`src/rtl/ps2_keyboard_ascii.sv`:
```
// PS/2 Set-2 keyboard receiver: frame capture, F0/E0 prefix tracking and scan-code to ASCII strobe.
// Optional macro PS2_REPEAT_FILTER_EN suppresses typematic repeats of the currently held key.
module ps2_keyboard_ascii #(
    parameter int          TIMEOUT_CYCLES = 100000,
    parameter logic [7:0]  IDLE_CODE      = 8'h2A
) (
    input  logic       clk,
    input  logic       reset,
    input  logic       ps2_clk,
    input  logic       ps2_data,
    output logic [7:0] ascii_code,
    output logic       ascii_valid,
    output logic       frame_error
);

    localparam int             TW    = (TIMEOUT_CYCLES > 2) ? $clog2(TIMEOUT_CYCLES) : 1;
    localparam logic [TW-1:0]  TLAST = TW'(TIMEOUT_CYCLES - 1);

    typedef enum logic [1:0] {
        S_IDLE  = 2'd0,
        S_RECV  = 2'd1,
        S_CHECK = 2'd2
    } state_t;

    logic          ps2c_s1_q, ps2c_s2_q, ps2c_s3_q;
    logic          ps2d_s1_q, ps2d_s2_q;
    logic          fall;
    logic          data_bit;

    state_t        state_q, state_d;
    logic [3:0]    bitcnt_q, bitcnt_d;
    logic [TW-1:0] tcnt_q, tcnt_d;
    logic [9:0]    shift_q, shift_d;
    logic          brk_q, brk_d;
    logic          ext_q, ext_d;
    logic [7:0]    ascii_q, ascii_d;
    logic          vld_q, vld_d;
    logic          err_q, err_d;
`ifdef PS2_REPEAT_FILTER_EN
    logic          held_vld_q, held_vld_d;
    logic [7:0]    held_code_q, held_code_d;
`endif

    logic [7:0]    rx_byte;
    logic          frame_ok;
    logic [8:0]    xl;

    // Returns {hit, ascii}; extended codes only translate keypad Enter.
    function automatic logic [8:0] xlate(input logic [7:0] sc, input logic ext);
        logic [8:0] r;
        r = 9'h000;
        if (ext) begin
            if (sc == 8'h5A) r = {1'b1, 8'h0D};
        end else begin
            case (sc)
                8'h45: r = {1'b1, 8'h30};
                8'h16: r = {1'b1, 8'h31};
                8'h1E: r = {1'b1, 8'h32};
                8'h26: r = {1'b1, 8'h33};
                8'h25: r = {1'b1, 8'h34};
                8'h2E: r = {1'b1, 8'h35};
                8'h36: r = {1'b1, 8'h36};
                8'h3D: r = {1'b1, 8'h37};
                8'h3E: r = {1'b1, 8'h38};
                8'h46: r = {1'b1, 8'h39};
                8'h15: r = {1'b1, 8'h71};
                8'h32: r = {1'b1, 8'h62};
                8'h21: r = {1'b1, 8'h63};
                8'h1D: r = {1'b1, 8'h77};
                8'h2C: r = {1'b1, 8'h74};
                8'h5A: r = {1'b1, 8'h0D};
                8'h7C: r = {1'b1, 8'h2A};
                default: r = 9'h000;
            endcase
        end
        return r;
    endfunction

    always_ff @(posedge clk or posedge reset) begin
        if (reset) begin
            ps2c_s1_q <= 1'b1;
            ps2c_s2_q <= 1'b1;
            ps2c_s3_q <= 1'b1;
            ps2d_s1_q <= 1'b1;
            ps2d_s2_q <= 1'b1;
        end else begin
            ps2c_s1_q <= ps2_clk;
            ps2c_s2_q <= ps2c_s1_q;
            ps2c_s3_q <= ps2c_s2_q;
            ps2d_s1_q <= ps2_data;
            ps2d_s2_q <= ps2d_s1_q;
        end
    end

    assign fall     = ps2c_s3_q & ~ps2c_s2_q;
    assign data_bit = ps2d_s2_q;

    // After ten shifts: [7:0] data, [8] parity, [9] stop.
    assign rx_byte  = shift_q[7:0];
    assign frame_ok = (^shift_q[8:0]) & shift_q[9];
    assign xl       = xlate(rx_byte, ext_q);

    always_comb begin
        state_d  = state_q;
        bitcnt_d = bitcnt_q;
        tcnt_d   = tcnt_q;
        shift_d  = shift_q;
        brk_d    = brk_q;
        ext_d    = ext_q;
        ascii_d  = IDLE_CODE;
        vld_d    = 1'b0;
        err_d    = 1'b0;
`ifdef PS2_REPEAT_FILTER_EN
        held_vld_d  = held_vld_q;
        held_code_d = held_code_q;
`endif
        case (state_q)
            S_IDLE: begin
                tcnt_d = '0;
                if (fall) begin
                    if (!data_bit) begin
                        state_d  = S_RECV;
                        bitcnt_d = 4'd0;
                    end else begin
                        err_d = 1'b1;
                    end
                end
            end
            S_RECV: begin
                if (fall) begin
                    tcnt_d  = '0;
                    shift_d = {data_bit, shift_q[9:1]};
                    if (bitcnt_q == 4'd9) begin
                        state_d = S_CHECK;
                    end else begin
                        bitcnt_d = bitcnt_q + 4'd1;
                    end
                end else if (tcnt_q == TLAST) begin
                    state_d  = S_IDLE;
                    bitcnt_d = 4'd0;
                    tcnt_d   = '0;
                    err_d    = 1'b1;
                    brk_d    = 1'b0;
                    ext_d    = 1'b0;
`ifdef PS2_REPEAT_FILTER_EN
                    held_vld_d = 1'b0;
`endif
                end else begin
                    tcnt_d = tcnt_q + 1'b1;
                end
            end
            S_CHECK: begin
                state_d  = S_IDLE;
                bitcnt_d = 4'd0;
                tcnt_d   = '0;
                if (!frame_ok) begin
                    err_d = 1'b1;
                    brk_d = 1'b0;
                    ext_d = 1'b0;
                end else if (rx_byte == 8'hF0) begin
                    brk_d = 1'b1;
                end else if (rx_byte == 8'hE0) begin
                    ext_d = 1'b1;
                end else begin
                    brk_d = 1'b0;
                    ext_d = 1'b0;
`ifdef PS2_REPEAT_FILTER_EN
                    if (brk_q) begin
                        if (held_vld_q && held_code_q == rx_byte) held_vld_d = 1'b0;
                    end else if (xl[8] && !(held_vld_q && held_code_q == rx_byte)) begin
                        ascii_d     = xl[7:0];
                        vld_d       = 1'b1;
                        held_vld_d  = 1'b1;
                        held_code_d = rx_byte;
                    end
`else
                    if (!brk_q && xl[8]) begin
                        ascii_d = xl[7:0];
                        vld_d   = 1'b1;
                    end
`endif
                end
            end
            default: begin
                state_d  = S_IDLE;
                bitcnt_d = 4'd0;
                tcnt_d   = '0;
            end
        endcase
    end

    always_ff @(posedge clk or posedge reset) begin
        if (reset) begin
            state_q  <= S_IDLE;
            bitcnt_q <= 4'd0;
            tcnt_q   <= '0;
            brk_q    <= 1'b0;
            ext_q    <= 1'b0;
            ascii_q  <= IDLE_CODE;
            vld_q    <= 1'b0;
            err_q    <= 1'b0;
`ifdef PS2_REPEAT_FILTER_EN
            held_vld_q  <= 1'b0;
            held_code_q <= 8'h00;
`endif
        end else begin
            state_q  <= state_d;
            bitcnt_q <= bitcnt_d;
            tcnt_q   <= tcnt_d;
            brk_q    <= brk_d;
            ext_q    <= ext_d;
            ascii_q  <= ascii_d;
            vld_q    <= vld_d;
            err_q    <= err_d;
`ifdef PS2_REPEAT_FILTER_EN
            held_vld_q  <= held_vld_d;
            held_code_q <= held_code_d;
`endif
        end
    end

    // Shift register is pure data and is only meaningful once ten bits are in.
    always_ff @(posedge clk) begin
        shift_q <= shift_d;
    end

    assign ascii_code  = ascii_q;
    assign ascii_valid = vld_q;
    assign frame_error = err_q;

endmodule

```
`config.mk`:
```
export PLATFORM = sky130hd
export DESIGN_NAME = ps2_keyboard_ascii
export DESIGN_NICKNAME = d
export VERILOG_FILES = /design/src/rtl/ps2_keyboard_ascii.sv
export SDC_FILE = /design/constraint.sdc
export NUM_CORES = 1
export LEC_CHECK = 0
export ABC_AREA = 1
export BUFFER_PORTS_ARGS = -buffer_cell sky130_fd_sc_hd__buf_2
export CORE_MARGIN = 2
export CORE_UTILIZATION = 68
export CTS_BUF_LIST = sky130_fd_sc_hd__clkbuf_8
export DETAILED_ROUTE_END_ITERATION = 16
export PLACE_DENSITY_LB_ADDON = 0.12
export SYNTH_ARGS = -nofsm -noshare
export SYNTH_HDL_FRONTEND = slang
export SYNTH_SLANG_ARGS = --single-unit
```
`constraint.sdc`:
```
create_clock -name clk -period 2.84 [get_ports clk]
set_input_delay 0.568 -clock clk [delete_from_list [all_inputs] [get_ports clk]]
set_output_delay 0.568 -clock clk [all_outputs]
set_load 0.02 [all_outputs]
```
==> results.tsv <==
metric	value	unit
setup repair after global routing missed its margin	no	
placed cell area	2928	µm²
power density normalized to cell area	535.0	nW/µm²
maximum number of buffers from clock root to sink	2	
post-route setup TNS	0	ns
area enclosed by the die boundary	4663	µm²
Die Y	68.29	µm
ANT nets after route	0	
critical path startpoint category	register	
initial DRC count	225	
buffer cell driving the clock tree root	sky130_fd_sc_hd__clkbuf_8	
critical path start-end classification	reg2reg	
simple-gate portion of the synthesized area	0.3183	
antenna violations before repair	0	
share of cells above drive strength 1	0.1448	
DP Wirelength	3860	µm
pin count of the biggest net entering global routing	40	
share of the synthesized area in compound gates (AO/OA/AOI/OAI)	0.05699	
Mapped Cells	340	
clock tree from TritonCTS	done	
final RePlAce weighted congestion	1.018	
first-pass detailed-route iteration total	10	
global router's overall resource usage	0.2499	
# hold bufs at CTS	0	
CTS buffer count	5	
vias in the first global route	2048	
H-tree Lvls	2	
Final Setup Violations	0	
slowest stage delay, CP	0.45	ns
count of antenna diodes in the layout	0	
count of clock tree sinks	49	
Yosys warning total	0	
commonest non-fill, non-tap cells in the layout	sky130_fd_sc_hd__nand2_1, sky130_fd_sc_hd__inv_1, sky130_fd_sc_hd__nor2_1	
# DRC	0	
kind of cell adding the most delay to the critical path	simple AND/OR/NAND/NOR gates	
vias	2201	
Req. time, crit path	3.08	ns
count of standard-cell rows	23	
number of max-slew violations in the final report	0	
post-layout instance area	3029	µm²
Worst Setup End Kind	register	
syn_nets	362	
Chip Width	68.29	µm
parity-gate share of the synthesized area counting xor and xnor cells	0.009350	
synthesized-area fraction occupied by adder cells	0.08014	
worst path bufs/invs	2	
CP Data Arrival Time	2.22	ns
detail-routed net length per standard cell	12.73	µm
clock tree skew after final layout	0.01252	ns
Syn-to-layout area delta	7.792	%
final setup slack of the worst path	0.8601	ns
combinational family with the most area after synthesis	simple AND/OR/NAND/NOR gates	
Yosys reg bits	49	
Max FO, Critical Path	5	
count of nets after finishing	380	
input/output buffers	12	
cell chain of the critical path	inv_1 -> ha_1 -> inv_1 -> nand2_1 -> nand2_1 -> nand2_1 -> nand3_1 -> nand3_1 -> nor3_2 -> nand2_1 -> nor2_1	
kind of path behind the tightest hold check	in2reg	
final global-route overflow total	0	
number of instances resized during post-cts repair	0	
portion of the post-synthesis area used by sequential elements	0.4577	
Worst-Skew Late Latency	0.31	ns
Fmax achieved	0.5051	GHz
combined area of all synthesized cells	2810	µm²
syn avg cell area	8.265	µm²
via count normalized by instance count	5.381	
Final period util	0.6972	
highest ir drop seen on vdd	0.3818	mV
Min Clock Period, post-route	1.980	ns
leading cell type in the layout, fill and taps excluded	sky130_fd_sc_hd__nand2_1	
Distinct cells, synth	34	
standard cell core area	4000	µm²
status	complete, no violations	
worst slack, placed	0.8954	ns
cell mode on critical path	sky130_fd_sc_hd__nand2_1	
Ports	14	
overall routed net length	5206	µm
clock transition time at the flip-flop clock pins of the worst setup and hold paths	0.09	ns
power consumption	0.001621	W
share of synthesized area spent on multiplexers	0	
global-route wire length before repair	8749	µm
buffers inserted during post-CTS setup optimization	0	
# Max-Cap Violations	0	
Critical-path top delay cell	sky130_fd_sc_hd__edfxtp_1	
endpoints failing hold	0	
leakage dissipation	1.451	nW
Initial Utilization	0.7025	
[cells by family after synthesis]
group | after synthesis
AOI/OAI and AO/OA | 29
xor gates and xnor gates | 3
adders and majority gates | 18
buffers and inverters | 55
DFF | 49
other | 1
and+or+nand+nor | 185
[layout make-up]
cell class,instances,area (µm²)
Clock buffer,7,96.34
Inverter,53,201.4
Timing Repair Buffer,13,67.56
Fill cell,298,970.9
Tap cell,50,62.56
Clock inverter,1,5.005
Multi-Input combinational cell,236,1310
Sequential cell,49,1286
[where the power goes]
| part | total (W) | switching, W | internal (W) |
|---|---|---|---|
| sequential | 0.000814 | 0.0000396 | 0.000775 |
| combinational | 0.000356 | 0.000242 | 0.000114 |
| clock | 0.000450 | 0.000230 | 0.000220 |
[synth_stat cells (all sizes together)]
master	n	area, µm²
nand2	75	289.0
inv	53	201.5
nor2	53	236.5
dfrtp	31	775.7
nand3	29	192.7
ha	18	225.2
o21ai	13	65.06
edfxtp	10	300.3
nand4	10	62.56
nor3	10	55.05
a21oi	9	45.04
dfstp	8	210.2
o211ai	4	30.03
or2	4	25.03
a31oi	2	12.51
buf	2	12.51
nand3b	2	15.01
xor2	2	17.52
conb	1	3.750
nor3b	1	12.51
nor4	1	6.260
o31ai	1	7.510
xnor2	1	8.760
[path summary, 6_finish.rpt]
path,startpoint,to,slack [ns],depth (start not counted)
max,shift_q[1],ascii_code[6],0.86,11
min,ps2_data,ps2d_s1_q,0.35,1
max reg2reg,shift_q[1],ascii_code[6],0.86,11
min reg2reg,ps2c_s1_q,ps2c_s2_q,0.36,0
max in group asynchronous,reset,data_bit,2.11,3
min in group asynchronous,reset,tcnt_q[0],0.36,3
[worst register-to-register path: stages (launching register included)]
cell	delay, ns
sky130_fd_sc_hd__edfxtp_1	0.45
sky130_fd_sc_hd__inv_1	0.11
sky130_fd_sc_hd__ha_1	0.26
sky130_fd_sc_hd__inv_1	0.09
sky130_fd_sc_hd__nand2_1	0.07
sky130_fd_sc_hd__nand2_1	0.07
sky130_fd_sc_hd__nand2_1	0.05
sky130_fd_sc_hd__nand3_1	0.09
sky130_fd_sc_hd__nand3_1	0.16
sky130_fd_sc_hd__nor3_2	0.28
sky130_fd_sc_hd__nand2_1	0.18
sky130_fd_sc_hd__nor2_1	0.12
[registers in the layout (all words and copies together) (netlist names)]
register,flops
data_bit,1
shift_q,10
tcnt_q,17
brk_q,1
ps2c_s1_q,1
ps2c_s2_q,1
ascii_code,7
ascii_valid,1
state_q,2
bitcnt_q,4
ps2c_s3_q,1
frame_error,1
ps2d_s1_q,1
ext_q,1
[layer usage]
metal | track usage | wire length [µm] | up-vias
met5 | 0 | 0 | -
met4 | 0.08500 | 83 | 0
met3 | 0.05921 | 195 | 12
met2 | 0.4199 | 2526 | 48
met1 | 0.3159 | 2400 | 1017
li1 | - | - | 1124
[metrics by stage]
stage / util / std cells / hold slack (ns)
3_3_place_gp: 0.7319 / 401 / 0.3462
4_1_cts: 0.7573 / 409 / 0.3451
6_report: 0.7573 / 409 / 0.3464
3_5_place_dp: 0.7319 / 401 / 0.3468
2_1_floorplan: - / 340 / 0.3452
5_1_grt: 0.7573 / 409 / 0.3392
No activity file was read; power rests on OpenSTA's default activity.
